===== config.mk =====
export PLATFORM = sky130hd
export DESIGN_NAME = conv_out_writer
export DESIGN_NICKNAME = d
export VERILOG_FILES = /design/src/rtl/conv_out_writer.sv
export SDC_FILE = /design/constraint.sdc
export NUM_CORES = 1
export LEC_CHECK = 0
export BUFFER_PORTS_ARGS = -buffer_cell sky130_fd_sc_hd__buf_4
export CAP_MARGIN = 0
export CELL_PAD_IN_SITES_DETAIL_PLACEMENT = 1
export CELL_PAD_IN_SITES_GLOBAL_PLACEMENT = 1
export CORE_UTILIZATION = 40
export DETAILED_ROUTE_END_ITERATION = 7
export MAX_ROUTING_LAYER = met4
export PLACE_DENSITY_LB_ADDON = 0.1
export SYNTH_ARGS = -nofsm -noshare
export SYNTH_HDL_FRONTEND = slang
export SYNTH_SLANG_ARGS = --single-unit

===== constraint.sdc =====
create_clock -name clk -period 2.26 [get_ports clk]
set_input_delay 0.226 -clock clk [delete_from_list [all_inputs] [get_ports clk]]
set_output_delay 0.226 -clock clk [all_outputs]
set_load 0.05 [all_outputs]

===== src/rtl/conv_out_writer.sv =====
// conv_out_writer: final stage of the 3x3 convolution datapath.
// Drops window sums whose 3x3 window is not fully inside the image, clamps the
// remaining sums to 8-bit unsigned, and writes them to consecutive output
// addresses one cycle after the push. A three-state FSM tracks frame progress.
module conv_out_writer #(
  parameter int IMG_W  = 32,
  parameter int IMG_H  = 32,
  parameter int SUM_W  = 9,
  parameter int ADDR_W = 11
) (
  input  logic              clk,
  input  logic              reset,
  input  logic              start,
  input  logic              in_valid,
  input  logic [SUM_W-1:0]  in_sum,
  output logic              wr_en,
  output logic [ADDR_W-1:0] wr_addr,
  output logic [7:0]        wr_data,
  output logic              busy,
  output logic              done,
  output logic [ADDR_W-1:0] clip_cnt
);

  localparam int COL_W = $clog2(IMG_W);
  localparam int ROW_W = $clog2(IMG_H);
  localparam logic signed [SUM_W:0] PIX_MAX = (SUM_W+1)'(255);

  typedef enum logic [1:0] {
    S_IDLE,
    S_RUN,
    S_DONE
  } state_t;

  state_t              state_q, state_d;
  logic [COL_W-1:0]    col_q, col_d;
  logic [ROW_W-1:0]    row_q, row_d;
  logic [ADDR_W-1:0]   out_ptr_q, out_ptr_d;
  logic [ADDR_W-1:0]   clip_cnt_q, clip_cnt_d;
  logic                wr_en_q, wr_en_d;
  logic [ADDR_W-1:0]   wr_addr_q, wr_addr_d;
  logic [7:0]          wr_data_q, wr_data_d;

  // Position and clamp decode for the current push.
  logic                col_last, row_last, win_valid;
  logic signed [SUM_W:0] sum_ext;
  logic                clamp_lo, clamp_hi;
  logic [7:0]          clamp_val;

  // Decode window position and the saturated pixel value of the incoming sum.
  always_comb begin
    col_last  = (col_q == COL_W'(IMG_W - 1));
    row_last  = (row_q == ROW_W'(IMG_H - 1));
    win_valid = (row_q >= ROW_W'(2)) && (col_q >= COL_W'(2));
    // One extra sign bit keeps the 255 threshold representable for any SUM_W.
    sum_ext   = $signed({in_sum[SUM_W-1], in_sum});
    clamp_lo  = in_sum[SUM_W-1];
    clamp_hi  = sum_ext > PIX_MAX;
    if (clamp_lo)      clamp_val = 8'd0;
    else if (clamp_hi) clamp_val = 8'd255;
    else               clamp_val = in_sum[7:0];
  end

  // Next-state logic: start (re)arms a frame from any state; pushes only count in RUN.
  always_comb begin
    // NOTE: every variable gets a default before the case so no path leaves it
    // unassigned; a missing default here would infer a latch.
    state_d    = state_q;
    col_d      = col_q;
    row_d      = row_q;
    out_ptr_d  = out_ptr_q;
    clip_cnt_d = clip_cnt_q;
    wr_en_d    = 1'b0;
    wr_addr_d  = wr_addr_q;
    wr_data_d  = wr_data_q;

    if (start) begin
      // A same-cycle push is discarded: the new frame starts from pixel 0.
      state_d    = S_RUN;
      col_d      = '0;
      row_d      = '0;
      out_ptr_d  = '0;
      clip_cnt_d = '0;
    end else begin
      case (state_q)
        S_RUN: begin
          if (in_valid) begin
            if (win_valid) begin
              wr_en_d   = 1'b1;
              wr_addr_d = out_ptr_q;
              wr_data_d = clamp_val;
              out_ptr_d = out_ptr_q + ADDR_W'(1);
              if (clamp_lo || clamp_hi) clip_cnt_d = clip_cnt_q + ADDR_W'(1);
            end
            if (col_last && row_last) begin
              state_d = S_DONE;
              col_d   = '0;
              row_d   = '0;
            end else if (col_last) begin
              col_d = '0;
              row_d = row_q + ROW_W'(1);
            end else begin
              col_d = col_q + COL_W'(1);
            end
          end
        end
        S_IDLE, S_DONE: ;
        default: state_d = S_IDLE;
      endcase
    end
  end

  // State and output registers; reset clears everything, dropping any pending write.
  always_ff @(posedge clk or negedge reset) begin
    if (!reset) begin
      state_q    <= S_IDLE;
      col_q      <= '0;
      row_q      <= '0;
      out_ptr_q  <= '0;
      clip_cnt_q <= '0;
      wr_en_q    <= 1'b0;
      wr_addr_q  <= '0;
      wr_data_q  <= '0;
    end else begin
      // NOTE: non-blocking assignments so every register samples the values
      // from before this edge, independent of statement order.
      state_q    <= state_d;
      col_q      <= col_d;
      row_q      <= row_d;
      out_ptr_q  <= out_ptr_d;
      clip_cnt_q <= clip_cnt_d;
      wr_en_q    <= wr_en_d;
      wr_addr_q  <= wr_addr_d;
      wr_data_q  <= wr_data_d;
    end
  end

  assign wr_en    = wr_en_q;
  assign wr_addr  = wr_addr_q;
  assign wr_data  = wr_data_q;
  assign clip_cnt = clip_cnt_q;
  assign busy     = (state_q == S_RUN);
  assign done     = (state_q == S_DONE);

endmodule


==> impl_metrics.py, run 1 <==
metrics = {
    "placed_design": {
        "postPlaceCellArea_mm2": 0.003029,
        "dp_hpwl_um": 3761,
        "gp_congestion": 0.7005,
        "placedCellCount": 367,
        "io_buffers": 45,
    },
    "drt": {
        "routedWlPerCell_um": 15.04,
        "drt.antenna.violating_nets": 0,
        "drt_pass1_iterations": 6,
        "wl_um": 5670,
        "vias": 1994,
        "drtIter0Drc": 64,
        "route.detailed.drc": 0,
        "viasPerCell": 5.289,
    },
    "global_route": {
        "gr-total-overflow": 0,
        "antenna_found_initial": 0,
        "grt.total_usage_pct": 18.16,
        "grt_start_max_net_pins": 55,
        "grt_pass1_wl_um": 9915,
        "first_global_vias": 2033,
    },
    "synth": {
        "synth.avg_cell_area_um2": 10.39,
        "synth_cell_type_count": 35,
        "synthesis.area_mm2": 0.002618,
        "yosys_warnings": 0,
        "syn_nets": 273,
        "seq_area_frac_synth_pct": 51.63,
        "synth_seq_cells": 54,
        "syn_inst": 252,
    },
    "layout": {
        "fin_cells": 377,
        "syn_to_final_growth_pct": 20.12,
        "design_area_mm2": 0.003144,
        "final_core_util_pct": 49.52,
        "final_cell_mix": "dfrtp_1, buf_4, nor2_1, xnor2_1, nand2_1",
        "layout_commonest_cell": "dfrtp_1",
        "drive_gt1_share_pct": 26.33,
        "final_net_count": 320,
        "antenna_cells": 0,
    },
    "power_and_ir_drop": {
        "clockPowerShare_pct": 33.2,
        "p_int_mw": 1.216,
        "switching_share_pct": 23.57,
        "power_mw": 1.591,
        "pwr-share-seq_pct": 61.1,
        "max-vdd-ir-drop_uv": 359.7,
        "power_density_mw_per_mm2": 506.0,
        "switching_power_mw": 0.3751,
        "comb_power_share_pct": 5.7,
        "p_leak_nw": 1.439,
    },
    "worst_setup_path": {
        "slowest_stage": "or4_4",
        "start_kind": "register",
        "crit_type": "register to register",
        "critPathRequiredTime_ns": 2.46,
        "endpoint_kind": "register",
        "crit_fanout": 20,
        "path_delay_family": "simple AND/OR/NAND/NOR gates",
        "slowest_delay_ns": 0.49,
        "crit_chain": "inv_1 > ha_1 > or4_4 > o21ai_4 > buf_8 > nor2_2 > nand3_1 > mux2_2",
        "crit_arrival_ns": 2.36,
        "cp_num_buf_inv": 2,
    },
    "clock_network": {
        "clock_latency_ns": 0.30,
        "numCtsBuffers": 5,
        "cts_max_path_buffers": 2,
        "h-tree-depth": 2,
        "path_clk_slew_ns": 0.09,
        "post_cts_buffers": 0,
        "cts_tree": "built",
        "cts-root-buf": "clkbuf_8",
        "cts.sinks": 54,
    },
    "timing": {
        "min_period_ns": 2.163,
        "fin_tns_setup_ns": 0,
        "worst_slew_pin_slew_ns": 0.7895,
        "max_freq_mhz": 462.3,
        "rsz0062_at_grt": "no",
        "hold_viol_final": 0,
        "slew_violations": 0,
        "timing.slew.headroom_pct": 47.20,
        "fin_crit_sh_pct": 95.72,
        "skew_ns": 0.008417,
        "setup_viol": 0,
    },
    "floorplan": {
        "die_w_um": 82.90,
        "design.core.area_mm2": 0.006350,
        "die-area_mm2": 0.006872,
        "dieHeight_um": 82.90,
        "placementRows": 29,
        "initial_core_util_pct": 41.22,
        "io_pins": 46,
    },
    "hold_path": {
        "hold_path_class": "input port to register",
    },
    "job": {
        "drv_cap": 0,
    },
    "run_status": {
        "status": "complete, no violations",
    },
}
==> registers in the layout (all words and copies together) (netlist names) <==
signal and count:
wr_data 8, row_q 5, wr_en 1, out_ptr_q 11, state_q 2, wr_addr 11, col_q 5, clip_cnt 11
==> cell usage after synthesis <==
cell type  instances  area, um2
dfrtp_1           54       1351
nor2_1            30      112.6
xnor2_1           19      166.4
nand2_1           16      60.06
o21ai_0           13      65.06
a21oi_1           11      55.05
inv_1             10      37.54
mux2_2             9      101.4
nor3_1             9      45.04
nor4_1             9      56.30
ha_1               8      100.1
nand3b_1           8      60.06
clkbuf_1           7      26.28
and3_1             6      37.54
nand3_1            6      30.03
a31oi_1            3      18.77
buf_2              3      15.01
mux2_4             3      45.04
nand4_1            3      18.77
nor2b_1            3      18.77
nor3b_1            3      22.52
or4_1              3      22.52
buf_4              2      15.01
nor2_2             2      12.51
nor4b_1            2      17.52
a21o_1             1      7.510
and3b_1            1      8.760
and4_1             1      8.760
buf_6              1      11.26
mux2i_1            1      10.01
nand2_2            1      6.260
nor3_4             1      16.27
o21ai_4            1      16.27
or4_4              1      11.26
or4b_2             1      10.01
==> per-stage QoR <==
step                hold WS [ns]  worst slack [ns]
floorplan               -0.06959            0.1101
global placement          0.3184           0.04778
detailed placement        0.3241          -0.01571
CTS                       0.1501           0.02878
global route              0.1691          0.007417
finish                    0.1628           0.09676
==> metal layers <==
metal	share of wire (%)	GRT usage, %	up-vias	wire length (um)
li1	-	-	960	-
met1	47	23.62	998	2653
met2	50	29.96	31	2807
met3	3.0	3.181	5	172
met4	0.65	3.762	0	37
met5	0	-	-	0
==> cell type report <==
class / instances / area, um2
fillers: 726 / 3206
multi-input cells: 176 / 1171
inverters: 10 / 37.54
well taps: 77 / 96.34
clock inverters: 2 / 13.76
clock buffers: 6 / 72.57
repair buffers: 52 / 400.4
flip-flops and latches: 54 / 1353
==> logic make-up after synthesis <==
family                   count (synthesis)  share of synthesized area, %
AND/OR/NAND/NOR                        106                         21.99
flip-flops                              54                         51.63
AO/OA/AOI/OAI                           29                         6.214
buffers and inverters                   23                         4.015
XOR/XNOR                                19                         6.358
multiplexers                            13                         5.975
adder cells (fa/ha/maj)                  8                         3.824
==> final timing paths <==
check	startpoint	end	depth (start not counted)	slack (ns)
setup reg to reg	row_q[0]$_DFFE_PN0P_	out_ptr_q[7]$_DFFE_PN0P_	8	0.1
setup / recovery	row_q[0]$_DFFE_PN0P_	out_ptr_q[7]$_DFFE_PN0P_	8	0.1
max in group asynchronous	reset	row_q[0]$_DFFE_PN0P_	2	1.25
hold / removal	in_sum[3]	wr_data[3]$_DFFE_PN0P_	3	0.16
min in group asynchronous	reset	col_q[2]$_DFFE_PN0P_	2	0.50
hold reg to reg	wr_addr[6]$_DFFE_PN0P_	wr_addr[6]$_DFFE_PN0P_	1	0.51
==> worst min-delay path: stages <==
cell and delay [ns]:
buf_4 0.08, nand3b_1 0.06, o21ai_0 0.07
==> power groups by stage <==
stage	Clock, mW	Sequential (mW)	Combinational (mW)
after floorplan	0	0.991	0.0410
after global placement	0	0.991	0.0887
after detailed placement	0	0.991	0.0899
after CTS	0.560	0.972	0.0939
after global routing	0.586	0.973	0.102
final	0.528	0.972	0.0906
==> what timing repair did <==
| item | 4_1_cts | 5_1_grt |
|---|---|---|
| endpoints found under the setup margin | 8 | 1 |
| hold buffers | 1 | 0 |
| endpoints found under the hold margin | 50 | 0 |
| resized for setup | 1 | 2 |
| pin swaps | 1 | 0 |
| gates cloned | 1 | 0 |
Note: power is estimated with default switching activity, not from simulation.
==> run 2: changes to the inputs <==
==> constraint.sdc (replaced) <==
create_clock -name clk -period 2.26 [get_ports clk]
set_input_delay 0.452 -clock clk [delete_from_list [all_inputs] [get_ports clk]]
set_output_delay 0.452 -clock clk [all_outputs]
set_load 0.05 [all_outputs]
==> run 2 against run 1 <==
Against the previous run:
- non-clock buffer count rose by 1
- routed wire length up 0.19%
- setup slack got worse by 0.0050 ns
- via count down 0.60%
- sequential cell count did not move
- sequential power barely moved
- sequential share of layout area is 0.41 points lower
- largest cell class unchanged
- clock-buffer cell count up 1
==> impl_metrics.py, run 2 (same netlist as run 1, synthesis figures left out) <==
metrics = {
    "clock_network": {
        "cts_tree": "built",
        "numCtsBuffers": 5,
        "h-tree-depth": 2,
        "path_clk_slew_ns": 0.10,
        "cts.sinks": 54,
        "clock_latency_ns": 0.31,
        "cts-root-buf": "clkbuf_8",
        "cts_max_path_buffers": 2,
    },
    "global_route": {
        "gr-total-overflow": 0,
        "grt.total_usage_pct": 18.08,
        "grt_pass1_wl_um": 9846,
        "first_global_vias": 2031,
        "grt_start_max_net_pins": 55,
        "antenna_found_initial": 0,
    },
    "layout": {
        "design_area_mm2": 0.003174,
        "fillCellCount": 700,
        "layout_commonest_cell": "dfrtp_1",
        "final_cell_mix": "dfrtp_1, buf_4, nor2_1, xnor2_1, nand2_1",
        "seq_area_mm2": 0.001353,
        "fin_cells": 378,
        "drive_gt1_share_pct": 26.58,
        "final_net_count": 321,
        "syn_to_final_growth_pct": 21.27,
        "antenna_cells": 0,
        "multi_input_area_mm2": 0.001171,
    },
    "worst_setup_path": {
        "r2r_slack_ns": 0.09,
        "crit_arrival_ns": 2.36,
        "start_kind": "register",
        "r2r-end": "out_ptr_q[7]$_DFFE_PN0P_",
        "crit_fanout": 20,
        "r2r_start": "row_q[1]$_DFFE_PN0P_",
        "crit_type": "register to register",
        "critPathRequiredTime_ns": 2.45,
        "startpoint": "row_q[1]$_DFFE_PN0P_",
        "ff2ff_path_depth": 7,
        "endpoint_kind": "register",
        "endpoint": "out_ptr_q[7]$_DFFE_PN0P_",
    },
    "power_and_ir_drop": {
        "comb_power_share_pct": 5.2,
        "clockPowerShare_pct": 37.7,
        "pwr-share-seq_pct": 57.1,
        "power_density_mw_per_mm2": 536.2,
        "p_int_mw": 1.328,
        "p_leak_nw": 1.456,
        "switching_power_mw": 0.3742,
        "switching_share_pct": 21.98,
        "max-vdd-ir-drop_uv": 302.3,
    },
    "hold_path": {
        "hold_path_class": "input port to async pin",
    },
    "drt": {
        "route.detailed.drc": 0,
        "vias": 1982,
        "wl_um": 5681,
        "viasPerCell": 5.243,
        "drt.antenna.violating_nets": 0,
        "routedWlPerCell_um": 15.03,
        "drt_pass1_iterations": 4,
        "drtIter0Drc": 56,
    },
    "floorplan": {
        "die_w_um": 82.90,
        "design.core.area_mm2": 0.006350,
        "io_pins": 46,
        "placementRows": 29,
        "initial_core_util_pct": 41.22,
        "dieHeight_um": 82.90,
        "die-area_mm2": 0.006872,
    },
    "placed_design": {
        "io_buffers": 45,
        "placedCellCount": 369,
        "postPlaceCellArea_mm2": 0.003044,
        "dp_hpwl_um": 3827,
        "gp_congestion": 0.7201,
    },
    "timing": {
        "min_period_ns": 2.168,
        "setup_viol": 0,
        "worst_slew_pin_slew_ns": 0.7825,
        "fin_tns_setup_ns": 0,
        "slew_violations": 0,
        "rsz0062_at_grt": "no",
        "fin_crit_sh_pct": 95.94,
        "hold_viol_final": 0,
        "max_freq_mhz": 461.2,
        "skew_ns": 0.01429,
        "timing.slew.headroom_pct": 47.67,
    },
    "job": {
        "drv_cap": 0,
    },
    "run_status": {
        "status": "complete, no violations",
    },
}
## run 2: how the worst min path moves through the flow
| stage | slack, ns | depth (start not counted) | to | from |
|---|---|---|---|---|
| 2_1_floorplan | 0.16 | 0 | clip_cnt[0]$_DFFE_PN0P_ | reset |
| 3_3_place_gp | 0.49 | 1 | wr_addr[6]$_DFFE_PN0P_ | wr_addr[6]$_DFFE_PN0P_ |
| 3_5_place_dp | 0.50 | 1 | wr_addr[6]$_DFFE_PN0P_ | wr_addr[6]$_DFFE_PN0P_ |
| 4_1_cts | 0.20 | 1 | out_ptr_q[10]$_DFFE_PN0P_ | reset |
| 5_1_grt | 0.22 | 1 | col_q[2]$_DFFE_PN0P_ | reset |
| 6_report | 0.18 | 1 | col_q[2]$_DFFE_PN0P_ | reset |
## run 2: worst max-delay path, stage by stage (launching register included)
cell and delay (ns):
dfrtp_1 0.45, ha_1 0.21, or4_4 0.49, o21ai_4 0.23, buf_12 0.19, nor2_2 0.06
nand3_1 0.08, mux2_2 0.33
## run 2: power groups by stage
stage	clock, mW	combinational, mW	sequential (mW)
floorplan	0	0.0410	0.991
global placement	0	0.0903	0.991
detailed placement	0	0.0901	0.991
CTS	0.669	0.0924	0.972
global route	0.694	0.101	0.973
finish	0.642	0.0886	0.972
## run 2: layer usage
layer / vias to the layer above / global-route usage [%] / share of wire (%)
li1: 970 / - / -
met1: 983 / 23.83 / 49
met2: 24 / 28.91 / 48
met3: 5 / 3.479 / 2.3
met4: 0 / 4.389 / 0.79
met5: - / - / 0
## run 2: area by class of cell
type,instances,area share (%)
multi-input cells,176,36.89
well taps,77,3.035
inverters,10,1.183
clock inverters,1,0.9460
clock buffers,7,2.404
flip-flops and latches,54,42.61
repair buffers,53,12.93
## run 2: what timing repair did
item,in CTS,in global routing
gates resized for setup,1,3
pin swaps,1,0
hold buffers,0,0
setup buffers,0,0
endpoints found under the setup margin,8,1
cloned,1,0
endpoints found under the hold margin,0,0
## run 2: metrics by stage
stage / worst slack [ns] / power [mW] / hold slack, ns / utilization, %
2_1_floorplan: 0.1101 / 1.032 / 0.1564 / -
3_3_place_gp: -0.003253 / 1.081 / 0.4942 / 47.94
3_5_place_dp: -0.07632 / 1.081 / 0.4967 / 47.94
4_1_cts: 0.02409 / 1.733 / 0.2044 / 49.83
5_1_grt: 0.006316 / 1.768 / 0.2237 / 49.99
6_report: 0.09179 / 1.702 / 0.1771 / 49.99
==> run 3: changes to the inputs <==
--- a/config.mk
+++ b/config.mk
@@ -6,10 +6,10 @@
 export NUM_CORES = 1
 export LEC_CHECK = 0
 export BUFFER_PORTS_ARGS = -buffer_cell sky130_fd_sc_hd__buf_4
-export CAP_MARGIN = 0
+export CAP_MARGIN = 20
 export CELL_PAD_IN_SITES_DETAIL_PLACEMENT = 1
 export CELL_PAD_IN_SITES_GLOBAL_PLACEMENT = 1
-export CORE_UTILIZATION = 40
+export CORE_UTILIZATION = 43
 export DETAILED_ROUTE_END_ITERATION = 7
 export MAX_ROUTING_LAYER = met4
 export PLACE_DENSITY_LB_ADDON = 0.1
==> run 3 against run 2 <==
Against the previous run:
- cell count shrank 0.53%
- clock skew shrank 0.0028 ns
- clock power shrank 8.1%
- largest cell class unchanged
- fmax grew 1.7%
- power shrank 3.0%
- via count grew 0.50%
- global-route usage grew 1.6 points
- critical path depth grew 1
- sequential cell count is the same
- setup slack gained 0.036 ns
==> impl_metrics.py, run 3 (same netlist as run 1, synthesis figures left out) <==
metrics = {
    "global_route": {
        "gr-total-overflow": 0,
        "first_global_vias": 1979,
        "grt_start_max_net_pins": 55,
        "antenna_found_initial": 0,
        "grt_pass1_wl_um": 9397,
        "grt.total_usage_pct": 19.67,
    },
    "clock_network": {
        "post_cts_buffers": 0,
        "path_clk_slew_ns": 0.11,
        "cts_hold_buf": 0,
        "cts_tree": "built",
        "cts-root-buf": "clkbuf_8",
        "numCtsBuffers": 5,
        "clock_latency_ns": 0.32,
        "cts_max_path_buffers": 2,
        "cts_resized": 0,
        "h-tree-depth": 2,
        "cts.sinks": 54,
    },
    "worst_setup_path": {
        "crit_type": "register to register",
        "path_delay_family": "simple AND/OR/NAND/NOR gates",
        "slowest_delay_ns": 0.49,
        "start_kind": "register",
        "crit_fanout": 10,
        "slowest_stage": "or4_4",
        "crit_chain": "inv_1 > ha_1 > or4_4 > o21ai_4 > buf_4 > nor2_2 > nand3_1 > mux2_2",
        "crit_arrival_ns": 2.34,
        "critPathRequiredTime_ns": 2.47,
        "endpoint_kind": "register",
        "cp_num_buf_inv": 2,
    },
    "timing": {
        "hold_viol_final": 0,
        "max_freq_mhz": 469.1,
        "fin_crit_sh_pct": 94.33,
        "setup_viol": 0,
        "worst_slew_pin_slew_ns": 0.6722,
        "rsz0062_at_grt": "no",
        "min_period_ns": 2.132,
        "fin_tns_setup_ns": 0,
        "skew_ns": 0.01145,
        "setup_slack_ns": 0.1282,
        "slew_violations": 0,
        "timing.slew.headroom_pct": 55.19,
    },
    "drt": {
        "drt_pass1_iterations": 4,
        "vias": 1992,
        "viasPerCell": 5.298,
        "drt.antenna.violating_nets": 0,
        "drtIter0Drc": 82,
        "wl_um": 5581,
        "routedWlPerCell_um": 14.84,
        "route.detailed.drc": 0,
    },
    "floorplan": {
        "die_w_um": 80.02,
        "io_pins": 46,
        "design.core.area_mm2": 0.005886,
        "die-area_mm2": 0.006403,
        "placementRows": 28,
        "initial_core_util_pct": 44.47,
        "dieHeight_um": 80.02,
    },
    "placed_design": {
        "dp_hpwl_um": 3832,
        "gp_congestion": 0.7608,
        "pre_cts_ws_ns": 0.1442,
        "io_buffers": 45,
    },
    "layout": {
        "final_cell_mix": "dfrtp_1, buf_4, nor2_1, xnor2_1, nand2_1",
        "final_core_util_pct": 53.51,
        "fillCellCount": 682,
        "antenna_cells": 0,
        "syn_to_final_growth_pct": 20.32,
        "drive_gt1_share_pct": 26.91,
        "final_net_count": 321,
    },
    "run_status": {
        "status": "complete, no violations",
    },
    "hold_path": {
        "hold_path_class": "input port to async pin",
    },
    "job": {
        "drv_cap": 0,
    },
    "power_and_ir_drop": {
        "max-vdd-ir-drop_uv": 311.1,
        "power_density_mw_per_mm2": 524.1,
        "p_leak_nw": 1.452,
    },
}
run 3: layout make-up:
type / count / area [um2] / share of cell area (%)
clock inverters: 2 / 17.52 / 0.5562
multi-input cells: 175 / 1161 / 36.87
inverters: 10 / 37.54 / 1.192
flip-flops and latches: 54 / 1351 / 42.91
well taps: 75 / 93.84 / 2.980
clock buffers: 6 / 82.58 / 2.622
repair buffers: 54 / 405.4 / 12.87
run 3: path summary, 6_finish.rpt:
kind | startpoint | to | slack [ns] | depth (start not counted)
setup / recovery | row_q[0]$_DFFE_PN0P_ | out_ptr_q[7]$_DFFE_PN0P_ | 0.13 | 8
hold / removal | reset | row_q[2]$_DFFE_PN0P_ | 0.17 | 1
setup reg to reg | row_q[0]$_DFFE_PN0P_ | out_ptr_q[7]$_DFFE_PN0P_ | 0.13 | 8
hold reg to reg | wr_addr[7]$_DFFE_PN0P_ | wr_addr[7]$_DFFE_PN0P_ | 0.52 | 1
max in group asynchronous | reset | wr_addr[4]$_DFFE_PN0P_ | 1.64 | 1
min in group clk | in_sum[2] | wr_data[2]$_DFFE_PN0P_ | 0.37 | 3
run 3: metal layers:
layer | vias up | part of all wire (%) | global-route usage, %
met5 | - | 0 | -
met4 | 0 | 1.3 | 5.893
met3 | 7 | 2.6 | 3.771
met2 | 26 | 48 | 31.45
met1 | 996 | 48 | 25.38
li1 | 963 | - | -
run 3: per-stage QoR:
stage	instance area, um2	instances	hold slack (ns)	total power, mW
final	3149	376	0.1700	1.651
after global routing	3149	376	0.2428	1.726
after CTS	3149	376	0.1954	1.675
after detailed placement	3049	368	0.5007	1.083
after global placement	3049	368	0.4927	1.082
after floorplan	2618	252	0.1564	1.032
run 3: report_power, final:
| group | total, mW | switching, mW | leakage (nW) | internal, mW |
|---|---|---|---|---|
| sequential | 0.972 | 0.00404 | 0.706 | 0.968 |
| combinational | 0.0885 | 0.0596 | 0.694 | 0.0289 |
| clock | 0.590 | 0.337 | 0.0514 | 0.253 |
